`src/rtl/dmem_responder.sv`:
```
// dmem_responder: slave end of the dmem_bus. Accepts one request at a time,
// waits LATENCY cycles, commits byte-enabled writes into a word-addressed RAM
// and returns read data / error through a valid-ready response handshake.
//
// Ports:
//   clk        in   rising-edge clock
//   reset      in   asynchronous active-high reset
//   req_valid  in   request present
//   req_ready  out  responder can accept a request (IDLE only)
//   req_addr   in   byte address
//   req_we     in   1 = write, 0 = read
//   req_be     in   byte enables for a write
//   req_wdata  in   write data
//   rsp_valid  out  response present (RESP only)
//   rsp_ready  in   requester takes the response
//   rsp_rdata  out  read data; 0 on a write or on an error
//   rsp_err    out  request was misaligned or out of range
module dmem_responder #(
  parameter int ADDR_WIDTH  = 32,
  parameter int DATA_WIDTH  = 32,
  parameter int DEPTH_WORDS = 64,
  parameter int LATENCY     = 2
) (
  input  logic                  clk,
  input  logic                  reset,
  input  logic                  req_valid,
  output logic                  req_ready,
  input  logic [ADDR_WIDTH-1:0] req_addr,
  input  logic                  req_we,
  input  logic [3:0]            req_be,
  input  logic [DATA_WIDTH-1:0] req_wdata,
  output logic                  rsp_valid,
  input  logic                  rsp_ready,
  output logic [DATA_WIDTH-1:0] rsp_rdata,
  output logic                  rsp_err
);

  localparam int                  IDX_W     = (DEPTH_WORDS > 1) ? $clog2(DEPTH_WORDS) : 1;
  localparam logic [ADDR_WIDTH-3:0] DEPTH_LIM = (ADDR_WIDTH-2)'(DEPTH_WORDS);
  localparam logic [3:0]          CNT_INIT  = (LATENCY >= 2) ? 4'(LATENCY - 2) : 4'd0;

  typedef enum logic [1:0] {
    IDLE,
    WAIT,
    RESP
  } state_t;

  state_t                  state_q, state_d;
  logic [3:0]              cnt_q, cnt_d;
  logic [ADDR_WIDTH-1:0]   addr_q, addr_d;
  logic                    we_q, we_d;
  logic [3:0]              be_q, be_d;
  logic [DATA_WIDTH-1:0]   wdata_q, wdata_d;
  logic [DATA_WIDTH-1:0]   rdata_q, rdata_d;
  logic                    err_q, err_d;

  logic [DATA_WIDTH-1:0]   mem_q [DEPTH_WORDS];

  logic                    enter_resp;
  logic [ADDR_WIDTH-1:0]   ev_addr;
  logic                    ev_we;
  logic [3:0]              ev_be;
  logic [DATA_WIDTH-1:0]   ev_wdata;
  logic [IDX_W-1:0]        ev_idx;
  logic                    ev_err;
  logic                    mem_we;

  assign req_ready = (state_q == IDLE);
  assign rsp_valid = (state_q == RESP);
  assign rsp_rdata = rdata_q;
  assign rsp_err   = err_q;

  // With LATENCY = 1 the RESP entry coincides with acceptance, so the request
  // is evaluated straight from the inputs instead of the latched copy.
  always_comb begin
    if (state_q == IDLE) begin
      ev_addr  = req_addr;
      ev_we    = req_we;
      ev_be    = req_be;
      ev_wdata = req_wdata;
    end else begin
      ev_addr  = addr_q;
      ev_we    = we_q;
      ev_be    = be_q;
      ev_wdata = wdata_q;
    end
    ev_idx = ev_addr[IDX_W+1:2];
    ev_err = (ev_addr[1:0] != 2'b00) || (ev_addr[ADDR_WIDTH-1:2] >= DEPTH_LIM);
  end

  always_comb begin
    state_d    = state_q;
    cnt_d      = cnt_q;
    addr_d     = addr_q;
    we_d       = we_q;
    be_d       = be_q;
    wdata_d    = wdata_q;
    rdata_d    = rdata_q;
    err_d      = err_q;
    enter_resp = 1'b0;

    unique case (state_q)
      IDLE: begin
        if (req_valid) begin
          addr_d  = req_addr;
          we_d    = req_we;
          be_d    = req_be;
          wdata_d = req_wdata;
          if (LATENCY == 1) begin
            state_d    = RESP;
            enter_resp = 1'b1;
          end else begin
            state_d = WAIT;
            cnt_d   = CNT_INIT;
          end
        end
      end
      WAIT: begin
        if (cnt_q == '0) begin
          state_d    = RESP;
          enter_resp = 1'b1;
        end else begin
          cnt_d = cnt_q - 4'd1;
        end
      end
      RESP: begin
        if (rsp_ready) begin
          state_d = IDLE;
          rdata_d = '0;
          err_d   = 1'b0;
        end
      end
      default: state_d = IDLE;
    endcase

    if (enter_resp) begin
      if (ev_err) begin
        err_d   = 1'b1;
        rdata_d = '0;
      end else if (ev_we) begin
        err_d   = 1'b0;
        rdata_d = '0;
      end else begin
        err_d   = 1'b0;
        rdata_d = mem_q[ev_idx];
      end
    end
  end

  // Gated by reset so a request presented during reset never reaches the RAM.
  assign mem_we = enter_resp && ev_we && !ev_err && !reset;

  always_ff @(posedge clk or posedge reset) begin
    if (reset) begin
      state_q <= IDLE;
      cnt_q   <= '0;
      addr_q  <= '0;
      we_q    <= 1'b0;
      be_q    <= '0;
      wdata_q <= '0;
      rdata_q <= '0;
      err_q   <= 1'b0;
    end else begin
      state_q <= state_d;
      cnt_q   <= cnt_d;
      addr_q  <= addr_d;
      we_q    <= we_d;
      be_q    <= be_d;
      wdata_q <= wdata_d;
      rdata_q <= rdata_d;
      err_q   <= err_d;
    end
  end

  // RAM contents survive reset.
  always_ff @(posedge clk) begin
    for (int unsigned k = 0; k < 4; k++) begin
      if (mem_we && ev_be[k]) begin
        mem_q[ev_idx][8*k +: 8] <= ev_wdata[8*k +: 8];
      end
    end
  end

endmodule

```
`config.mk`:
```
export PLATFORM = sky130hd
export DESIGN_NAME = dmem_responder
export DESIGN_NICKNAME = d
export VERILOG_FILES = /design/src/rtl/dmem_responder.sv
export SDC_FILE = /design/constraint.sdc
export NUM_CORES = 2
export LEC_CHECK = 0
export ABC_CLOCK_PERIOD_IN_PS = 3600
export CAP_MARGIN = 20
export CORE_ASPECT_RATIO = 1.75
export CORE_MARGIN = 4
export CORE_UTILIZATION = 40
export CTS_CLUSTER_DIAMETER = 120
export DETAILED_ROUTE_END_ITERATION = 6
export DONT_BUFFER_PORTS = 1
export PLACE_DENSITY_LB_ADDON = 0.1
export SYNTH_ARGS = -nofsm -noshare
export SYNTH_HDL_FRONTEND = slang
export SYNTH_SLANG_ARGS = --single-unit
```
`constraint.sdc`:
```
create_clock -name clk -period 3.6 [get_ports clk]
set_input_delay 0.72 -clock clk [delete_from_list [all_inputs] [get_ports clk]]
set_output_delay 0.72 -clock clk [all_outputs]
set_load 0.03 [all_outputs]
```
==> impl_metrics.py <==
metrics = {
    "status": {
        "status": "completed",
    },
    "floorplan": {
        "rows": 220,
        "core_mm2": 0.205,
        "initial_utilization_pct": 40.2,
        "die_area_mm2": 0.214,
        "dieHeight_um": 609,
        "ios": 108,
        "die_x_um": 351,
    },
    "pwr": {
        "p_int_mw": 52.6,
        "total_power_mw": 83.0,
        "p_leak_nw": 33.1,
        "clock_power_share_pct": 25.2,
        "power.switching_mw": 30.4,
        "seqPwrFrac_pct": 39.5,
        "power_density_mw_per_mm2": 834,
        "p_comb_share_pct": 35.4,
        "irDropWorstVdd_mv": 0.882,
        "swShare_pct": 36.6,
    },
    "setup_path": {
        "worstPathArrival_ns": 4.29,
        "cp_cell_sequence": "or2_2 -> inv_2 -> mux2i_2 -> buf_4 -> nor2_1 -> nand2_2 -> a21oi_1 -> nor3_1 -> a22o_1",
        "critical_path.n_buffers_inverters": 2,
        "cp_slowest_cell": "nor3_1",
        "end_kind": "flip-flop",
        "worstPathMaxFanout": 14,
        "critical_path_class": "flip-flop to flip-flop",
        "path_delay_family": "simple AND/OR/NAND/NOR gates",
        "cpPeakStageDelay_ns": 0.81,
        "required_ns": 4.38,
        "cp-start-kind": "flip-flop",
    },
    "routing": {
        "drt-vias-per-instance": 6.01,
        "vias": 53200,
        "wl_met2_mm": 157,
        "dr_wl_met3_mm": 18.0,
        "first_pass_iters": 6,
        "met1Wirelength_mm": 110,
        "wl_per_cell_um": 33.8,
        "postRouteWirelength_mm": 299,
        "highest_layer": "met5",
        "drt-initial-drc-count": 5428,
        "ant_nets": 0,
        "remaining_drc_errors": 0,
    },
    "timing": {
        "max-slew-margin-rel_pct": 27.5,
        "finalMaxSlewViolations": 0,
        "finalCritPeriodShare_pct": 97.7,
        "max_freq_ghz": 0.284,
        "setup_viol": 0,
        "worstMarginPinSlew_ns": 1.09,
        "hold_viol": 0,
        "skew_ns": 0.0381,
        "final.min_clock_period_ns": 3.52,
        "fin_tns_setup_ns": 0,
    },
    "logic_synthesis": {
        "yosys_warnings": 0,
        "syn_area_mm2": 0.0825,
        "syn-instance-count": 5254,
        "synth_edf_count": 2048,
        "ys_seq_area_share_pct": 77.8,
        "synth_top_flop_cell": "edfxtp_1",
        "ys_ff_latch": 2156,
        "synth_cell_types": 69,
        "syn_avg_cell_area_um2": 15.7,
        "async_flop_share_pct": 5.01,
        "syn_nets": 5329,
    },
    "worst_hold_path": {
        "hp-class": "input port to flip-flop",
    },
    "clock_tree": {
        "cts_tree": "yes",
        "cts_buffers": 200,
        "clockRootBuffer": "clkbuf_16",
        "clk_latency_ns": 0.87,
        "cts_max_path_buffers": 4,
        "clk_pin_slew_ns": 0.07,
        "cts_sinks": 2156,
        "h-tree-depth": 4,
    },
    "final_layout": {
        "area_growth_pct": 20.6,
        "final_nets": 6108,
        "postLayoutCoreUtil_pct": 48.5,
        "drive_above_1_share_pct": 24.8,
        "fin_area_mm2": 0.0996,
    },
    "grt": {
        "grt_usage_pct": 27.6,
        "grt_overflow": 0,
        "grt_max_degree": 66,
        "antenna_found_initial": 12,
        "grt_pass1_wl_mm": 418,
        "grt_pass1_vias": 54300,
    },
    "placement": {
        "io_buffers": 0,
        "hpwl_mm": 198,
        "place_area_mm2": 0.0925,
        "finalWeightedCongestion": 0.857,
    },
    "flow_run": {
        "timing.max_cap.violations": 0,
    },
}
[final timing paths]
check                                            start                   endpoint  slack [ns]  depth (start not counted)
worst min register to register  wdata_q[1]$_DFFE_PP0P_     wdata_q[1]$_DFFE_PP0P_        0.51                          1
worst max register to register  state_q[0]$_DFFE_PP0P_  rsp_rdata[25]$_DFFE_PP0P_        0.08                          9
max in group asynchronous                        reset  rsp_rdata[14]$_DFFE_PP0P_        2.31                          3
worst max-delay path            state_q[0]$_DFFE_PP0P_  rsp_rdata[25]$_DFFE_PP0P_        0.08                          9
min in group asynchronous                        reset     addr_q[29]$_DFFE_PP0P_        0.47                          2
worst min-delay path                         req_valid       cnt_q[3]$_DFFE_PP0P_        0.30                          2
[layout make-up]
class / count / area, µm²
Fill cell: 17800 / 106000
Timing Repair Buffer: 955 / 9050
Antenna cell: 3 / 7.51
Clock inverter: 104 / 887
Inverter: 6 / 27.5
Clock buffer: 253 / 5320
Multi-Input combinational cell: 2714 / 16700
Sequential cell: 2156 / 64200
Tap cell: 2664 / 3330
[timing repair]
item,4_1_cts,5_1_grt
buffers inserted,1,1
hold endpoints to repair,128,0
resized for setup,5,7
endpoints found under the setup margin,7,10
hold buffers,71,0
pin swaps,1,2
[sequential cells by signal, summed over array words and instances, names as in the netlist]
name / flops
addr_q: 32
be_q: 4
cnt_q: 4
mem_q: 2048
rsp_err: 1
rsp_rdata: 32
state_q: 2
wdata_q: 32
we_q: 1
[layout by cell type (no fill, tap or decap), drive strengths merged, types with 20 or more instances in the layout]
cell            n
buf           884
edfxtp       2048
o22ai         753
o21ai          37
a22oi          25
nor2          334
dfrtp         108
nand3          52
clkbuf        253
nor4          181
mux2           70
and3           31
nor3          370
a31oi          44
nand2         346
a21oi         279
mux2i          20
clkinv         81
dlygate4sd3    71
a22o           22
[power groups by stage]
stage          registers [mW]  logic (mW)  clock network [mW]
2_1_floorplan            33.5        12.2                   0
3_3_place_gp             33.3        29.1                   0
3_5_place_dp             33.3        29.2                   0
4_1_cts                  32.8        29.3                21.2
5_1_grt                  32.8        30.4                22.2
6_report                 32.8        29.4                20.9
[synth_stat cells (6+ instances only)]
cell type	number	share of area, %
a22o_1	22	0.23
inv_1	6	0.027
a21oi_1	279	1.7
nor3_1	161	0.98
mux2i_1	20	0.24
o21ai_0	33	0.20
nand3_1	52	0.32
nor4_1	180	1.4
a31oi_1	44	0.33
a22oi_1	18	0.16
buf_2	187	1.1
a32o_1	15	0.18
dfrtp_1	108	3.3
nand2b_1	7	0.053
mux2_2	70	0.96
nor3_2	208	2.5
or3_1	10	0.076
a21o_1	6	0.055
a222oi_1	7	0.085
nand2_1	345	1.6
buf_1	43	0.20
o22ai_1	753	5.7
and3_1	31	0.24
nand4_1	6	0.045
or4_1	15	0.14
buf_4	21	0.19
edfxtp_1	2048	75
o22a_1	14	0.15
buf_6	31	0.42
clkbuf_1	96	0.44
o221ai_1	17	0.18
nor2_1	331	1.5
[cell families after synthesis]
kind of cell             share of synthesized area [%]
adder cells (fa/ha/maj)                         0.0303
AND/OR/NAND/NOR                                   9.03
flip-flops                                        77.8
multiplexers                                      1.20
buffers and inverters                             2.41
XOR/XNOR                                        0.0212
AO/OA/AOI/OAI                                     9.51
[routing by layer]
| layer | up-vias | global-route usage [%] |
|---|---|---|
| li1 | 22600 | - |
| met1 | 27800 | 33.5 |
| met2 | 2278 | 49.3 |
| met3 | 584 | 3.53 |
| met4 | 2 | 11.2 |
| met5 | - | 0 |
[metrics by stage]
stage | std cells | setup WS [ns] | hold slack, ns
2_1_floorplan | 5254 | 0.0344 | 0.474
3_3_place_gp | 8421 | -0.196 | 0.489
3_5_place_dp | 8422 | -0.125 | 0.496
4_1_cts | 8851 | 0.00163 | 0.244
5_1_grt | 8854 | -0.0120 | 0.297
6_report | 8855 | 0.0842 | 0.296
(Power assumes the default switching activity.)
